===== src/rtl/uart_pkg.sv =====
// Shared UART definitions: transmitter FSM states, frame marker bytes and the
// default timing/size constants used by both the transmitter and the receiver.
package uart_pkg;

    typedef enum logic [1:0] {
        IDLE  = 2'd0,
        START = 2'd1,
        DATA  = 2'd2,
        STOP  = 2'd3
    } tx_state_t;

    localparam logic [7:0] UART_HDR       = 8'hFA;
    localparam logic [7:0] UART_TAIL      = 8'hFD;
    localparam int         UART_CLK_DIV   = 434;
    localparam int         UART_NUM_BYTES = 48;

endpackage


===== src/rtl/uart_baud_gen.sv =====
// Bit-period timer: counts 0..CLK_DIV-1 while enabled and flags the last cycle
// of each bit with bit_end; held at zero while disabled.
module uart_baud_gen
    import uart_pkg::*;
#(
    parameter int CLK_DIV = UART_CLK_DIV
) (
    input  logic clk,
    input  logic rst,
    input  logic en,
    output logic bit_end
);

    localparam int            CW       = $clog2(CLK_DIV);
    localparam logic [CW-1:0] CNT_LAST = CW'(CLK_DIV - 1);

    logic [CW-1:0] baud_cnt;

    always_ff @(posedge clk) begin
        if (rst || !en) begin
            baud_cnt <= '0;
        end else if (baud_cnt == CNT_LAST) begin
            baud_cnt <= '0;
        end else begin
            baud_cnt <= baud_cnt + 1'b1;
        end
    end

    assign bit_end = en && (baud_cnt == CNT_LAST);

endmodule


===== src/rtl/uart_tx_48bytes.sv =====
// Multi-byte 8N1 transmitter: sends a NUM_BYTES*8-bit frame MSB byte first, each
// byte LSB first. Define UART_TX_AUTO_HDR_EN to force the 0xFA header / 0xFD tail.
//
// state | meaning
// IDLE  | line high, waiting for start
// START | start bit (low) of the current byte
// DATA  | 8 data bits of the top byte, LSB first
// STOP  | stop bit (high); next byte or end of frame
module uart_tx_48bytes
    import uart_pkg::*;
#(
    parameter int CLK_DIV   = UART_CLK_DIV,
    parameter int NUM_BYTES = UART_NUM_BYTES
) (
    input  logic                   clk,
    input  logic                   rst,
    input  logic                   start,
    input  logic [NUM_BYTES*8-1:0] frame_in,
    output logic                   tx,
    output logic                   busy,
    output logic                   done
);

    localparam int            W         = NUM_BYTES * 8;
    localparam int            BW        = (NUM_BYTES > 1) ? $clog2(NUM_BYTES) : 1;
    localparam logic [BW-1:0] LAST_BYTE = BW'(NUM_BYTES - 1);

    tx_state_t       state_q, state_d;
    logic [W-1:0]    shreg_q, shreg_d;
    logic [W-1:0]    frame_lat;
    logic [2:0]      bit_idx_q, bit_idx_d;
    logic [BW-1:0]   byte_idx_q, byte_idx_d;
    logic            tx_q, tx_d;
    logic            done_q, done_d;
    logic            bit_end;
    logic [7:0]      top_byte;

    uart_baud_gen #(.CLK_DIV(CLK_DIV)) u_baud (
        .clk     (clk),
        .rst     (rst),
        .en      (state_q != IDLE),
        .bit_end (bit_end)
    );

    always_comb begin
        frame_lat = frame_in;
`ifdef UART_TX_AUTO_HDR_EN
        frame_lat[W-1 -: 8] = UART_HDR;
        frame_lat[7:0]      = UART_TAIL;
`endif
    end

    assign top_byte = shreg_q[W-1 -: 8];

    // tx_d is computed from the transition being taken so the line is registered
    // and already shows the new bit in the first cycle of each state.
    always_comb begin
        state_d    = state_q;
        shreg_d    = shreg_q;
        bit_idx_d  = bit_idx_q;
        byte_idx_d = byte_idx_q;
        tx_d       = tx_q;
        done_d     = 1'b0;
        case (state_q)
            IDLE: begin
                tx_d = 1'b1;
                if (start) begin
                    shreg_d    = frame_lat;
                    byte_idx_d = '0;
                    state_d    = START;
                    tx_d       = 1'b0;
                end
            end
            START: begin
                if (bit_end) begin
                    bit_idx_d = '0;
                    state_d   = DATA;
                    tx_d      = top_byte[0];
                end
            end
            DATA: begin
                if (bit_end) begin
                    if (bit_idx_q == 3'd7) begin
                        state_d = STOP;
                        tx_d    = 1'b1;
                    end else begin
                        bit_idx_d = bit_idx_q + 3'd1;
                        tx_d      = top_byte[bit_idx_q + 3'd1];
                    end
                end
            end
            STOP: begin
                if (bit_end) begin
                    if (byte_idx_q != LAST_BYTE) begin
                        shreg_d    = shreg_q << 8;
                        byte_idx_d = byte_idx_q + 1'b1;
                        state_d    = START;
                        tx_d       = 1'b0;
                    end else begin
                        state_d = IDLE;
                        done_d  = 1'b1;
                        tx_d    = 1'b1;
                    end
                end
            end
            default: begin
                state_d = IDLE;
                tx_d    = 1'b1;
            end
        endcase
    end

    always_ff @(posedge clk) begin
        if (rst) begin
            state_q    <= IDLE;
            shreg_q    <= '0;
            bit_idx_q  <= '0;
            byte_idx_q <= '0;
            tx_q       <= 1'b1;
            done_q     <= 1'b0;
        end else begin
            state_q    <= state_d;
            shreg_q    <= shreg_d;
            bit_idx_q  <= bit_idx_d;
            byte_idx_q <= byte_idx_d;
            tx_q       <= tx_d;
            done_q     <= done_d;
        end
    end

    assign tx   = tx_q;
    assign busy = (state_q != IDLE);
    assign done = done_q;

endmodule


===== config.mk =====
export PLATFORM = sky130hd
export DESIGN_NAME = uart_tx_48bytes
export DESIGN_NICKNAME = d
export VERILOG_FILES = /design/src/rtl/uart_pkg.sv /design/src/rtl/uart_baud_gen.sv /design/src/rtl/uart_tx_48bytes.sv
export SDC_FILE = /design/constraint.sdc
export NUM_CORES = 1
export LEC_CHECK = 0
export ABC_AREA = 1
export CAP_MARGIN = 20
export CORE_MARGIN = 2
export CORE_UTILIZATION = 58
export DETAILED_ROUTE_END_ITERATION = 7
export DONT_BUFFER_PORTS = 1
export PLACE_DENSITY = 0.76
export SYNTH_ARGS = -nofsm -noshare
export SYNTH_HDL_FRONTEND = slang
export SYNTH_SLANG_ARGS = --single-unit

===== constraint.sdc =====
create_clock -name clk -period 1.85 [get_ports clk]
set_clock_uncertainty 0.05 [all_clocks]
set_input_delay 0 -clock clk [delete_from_list [all_inputs] [get_ports clk]]
set_output_delay 0 -clock clk [all_outputs]
set_load 0.05 [all_outputs]

==> results by group <==
Timing
  • Worst Hold Slack: -0.5151 ns
  • Final setup vio count: 250
  • Final min period: 1.959 ns
  • Final Hold Viols: 384
  • Slew at the pin closest to its max-slew limit: 1.063 ns
  • Final Cycle Share: 105.9%
  • Slew Limit Fails: 0
  • Slew HR: 29.16%
  • RSZ-0062 raised after global routing: true
  • Setup slack after layout: -0.1085 ns
  • Highest clock rate: 0.5106 GHz

Yosys
  • Synth async-reset ratio: 0%
  • Top-count cell post-synth: nand2_1
  • Post-synthesis sequential area ratio: 41.41%
  • Synth cell types: 28
  • Syn avg cell area: 6.307 sq um
  • Net Count, Synth: 3509
  • Synth Flop Type: dfxtp_1
  • Top cells by area, synth: dfxtp_1, nand2_1, a21oi_1
  • Synth warn: 0
  • Post-synth EDFFs: 0
  • FF+latch count, synth: 406
  • Area leader, netlist: dfxtp_1
  • Post-synth top area share: 41.41%
  • Most frequent cells after synthesis: nand2_1, dfxtp_1, a21oi_1
  • Gate Count Post-Synth: 3112
  • Mapped Area: 19630 sq um

Critical path
  • Reg-to-reg setup timing slack: -0.11 ns
  • Kind of critical path: reg -> reg
  • Number of cells on the critical path: 11
  • Crit path buf inv count: 5
  • Top cell by count, worst path: nand3_4
  • Crit. End Element: flop
  • Crit-path max cell delay: 0.38 ns
  • Startpoint Class: flop
  • Data arrival, critical path: 2.28 ns
  • Critical path required time: 2.17 ns
  • Worst-path maximum fanout: 19
  • Worst reg-to-reg path cell count: 11
  • Slowest cell on crit path: dfxtp_4
  • CP cell instances: inv_4, ha_4, clkinvlp_4, nand3_4, nand2_4, nand3_4, buf_4, buf_12, clkbuf_16, nand2_1, a21oi_1
  • Crit-path leading delay family: buffers and inverters

Place
  • Placer Congestion: 0.8479
  • # port buffers: 0
  • Placement Setup Slack: -0.02671 ns
  • Post-place instance area: 20510 sq um
  • Placed wire-length estimate: 34840 um

Clocking
  • Clk Latency, worst-skew pair: 0.53 ns
  • Hold buffer count at cts: 2
  • CTS Sinks: 406
  • Root buf cell: clkbuf_16
  • Register clock-pin slew on the reported worst setup and hold paths: 0.06 ns
  • H-tree Lvls: 2
  • CTS buffer count: 44
  • CTS tree: yes
  • CTS max path bufs: 3

Routing
  • Residual DRC count: 0
  • Met3 routed WL: 4686 um
  • Initial DRT Pass Iterations: 5
  • Drt via density: 5.693
  • Vias: 20.03k
  • Post-DRT Antenna Nets: 0
  • Highest metal used: met4
  • Post-Route WL: 56620 um
  • DRT met1 WL: 23270 um
  • Metal2 WL: 26780 um
  • WL/cell: 16.09 um
  • DRT iter0 DRCs: 1622

Layout
  • Core Util, Final: 68.28%
  • Filler Cell Count: 2868
  • Nets: 3434
  • Finished Cell Area: 22840 sq um
  • Layout cells sized above 1: 8.961%
  • Syn-to-layout area delta: 16.34%

Floorplanning
  • Core Box Area: 33450 sq um
  • Starting Density: 58.68%
  • Die H: 188.0 um
  • I/O pin count: 390
  • Num rows: 67
  • Die Width: 188.0 um
  • Die area: 35330 sq um

Global route
  • Overall Global Routing Usage: 28.83%
  • Initial antenna violation count: 2
  • First-pass GRT wire length: 86210 um
  • Total grt overflow: 0
  • Vias in the first global route: 18.12k
  • Largest net degree at the start of global routing: 396

Power and ir drop
  • Pwr/cell area: 1593 nW/um^2
  • P_leak: 10.17 nW
  • Tot Pwr: 0.03637 W
  • Sw Ratio: 36.54%
  • Max IR drop VDD: 0.9014 mV
  • Internal power: 0.02308 W
  • Share of power burned in registers: 36.3%
  • Comb power frac: 39.6%
  • Switching pwr: 0.01329 W
  • Clock power share: 24.1%

Flow run
  • Max Cap Violations: 0

Worst hold path
  • Hold crit path type: in -> reg
  • Hold path depth: 1

Status
  • Failing checks: hold timing, setup timing
  • Status: finished with violations
area by class of cell:
class                           count  area, sq um  share of cell area (%)
Clock inverter                      6        55.05                  0.2411
Inverter                           27        117.6                  0.5150
Multi-Input combinational cell   2424        10550                   46.21
Tap cell                          448        560.5                   2.455
Clock buffer                       72         1388                   6.076
Timing Repair Buffer              134         2018                   8.837
Sequential cell                   406         8140                   35.65
Antenna cell                        2        5.005                 0.02192
stage by stage:
stage,hold WS (ns),setup TNS (ns),instances
after global placement,0.04962,0,3408
after CTS,-0.5126,-0.1694,3488
after global routing,-0.5288,-25.58,3517
after detailed placement,0.04912,-0.1515,3408
after floorplan,0.09903,0,3112
final,-0.5151,-9.679,3519
logic make-up after synthesis:
group | Yosys count | share of synthesized area (%)
DFF | 406 | 41.41
and+or+nand+nor | 2004 | 41.05
adders and majority gates | 10 | 0.6374
buffers and inverters | 282 | 6.336
xor gates and xnor gates | 3 | 0.1339
AOI/OAI and AO/OA | 407 | 10.43
registers in the layout, summed over array words and instances (netlist names):
signal / cells
shreg_q: 384
u_baud.baud_cnt: 9
byte_idx_q: 6
bit_idx_q: 3
state_q: 2
done: 1
tx: 1
path summary, 6_finish.rpt:
path | start | end
setup / recovery | state_q[0] | shreg_q[336]
hold reg to reg | shreg_q[103] | shreg_q[103]
hold / removal | rst | shreg_q[102]
setup reg to reg | state_q[0] | shreg_q[336]
placed cells by master, fill, tap and decap left out, types with 4 or more instances in the layout:
master / synthesis / routed
nand2_2: 0 / 15
clkbuf_8: 0 / 16
clkbuf_1: 157 / 11
buf_8: 0 / 4
buf_16: 0 / 9
a21oi_1: 398 / 366
buf_12: 0 / 42
dfxtp_1: 406 / 400
dfxtp_2: 0 / 4
clkinv_2: 0 / 5
inv_1: 27 / 22
nand2_1: 1571 / 1551
buf_6: 1 / 7
buf_4: 24 / 56
nand2_4: 0 / 5
nor2_1: 23 / 21
a21oi_2: 0 / 32
nand3_1: 395 / 392
ha_1: 10 / 6
clkbuf_16: 0 / 59
nand4_1: 6 / 6
power groups by stage:
stage | combinational (W) | sequential [W] | clock [W]
floorplan | 0.00864 | 0.0129 | 0
global placement | 0.0120 | 0.0131 | 0
detailed placement | 0.0122 | 0.0132 | 0
CTS | 0.0124 | 0.0131 | 0.00882
global route | 0.0158 | 0.0135 | 0.00916
finish | 0.0144 | 0.0132 | 0.00876
routing by layer:
layer / up-vias / global-route usage (%)
li1: 9820 / -
met3: 112 / 6.850
met4: 0 / 10.84
met1: 9395 / 36.07
met5: - / 0
met2: 707 / 48.28
what timing repair did:
item,CTS,global route
gates resized for setup,7,94
setup buffers,0,15
hold endpoints to repair,405,394
pin swaps,0,9
cloned,0,14
setup endpoints to repair,39,382
Power figures use the tool's default switching activity.
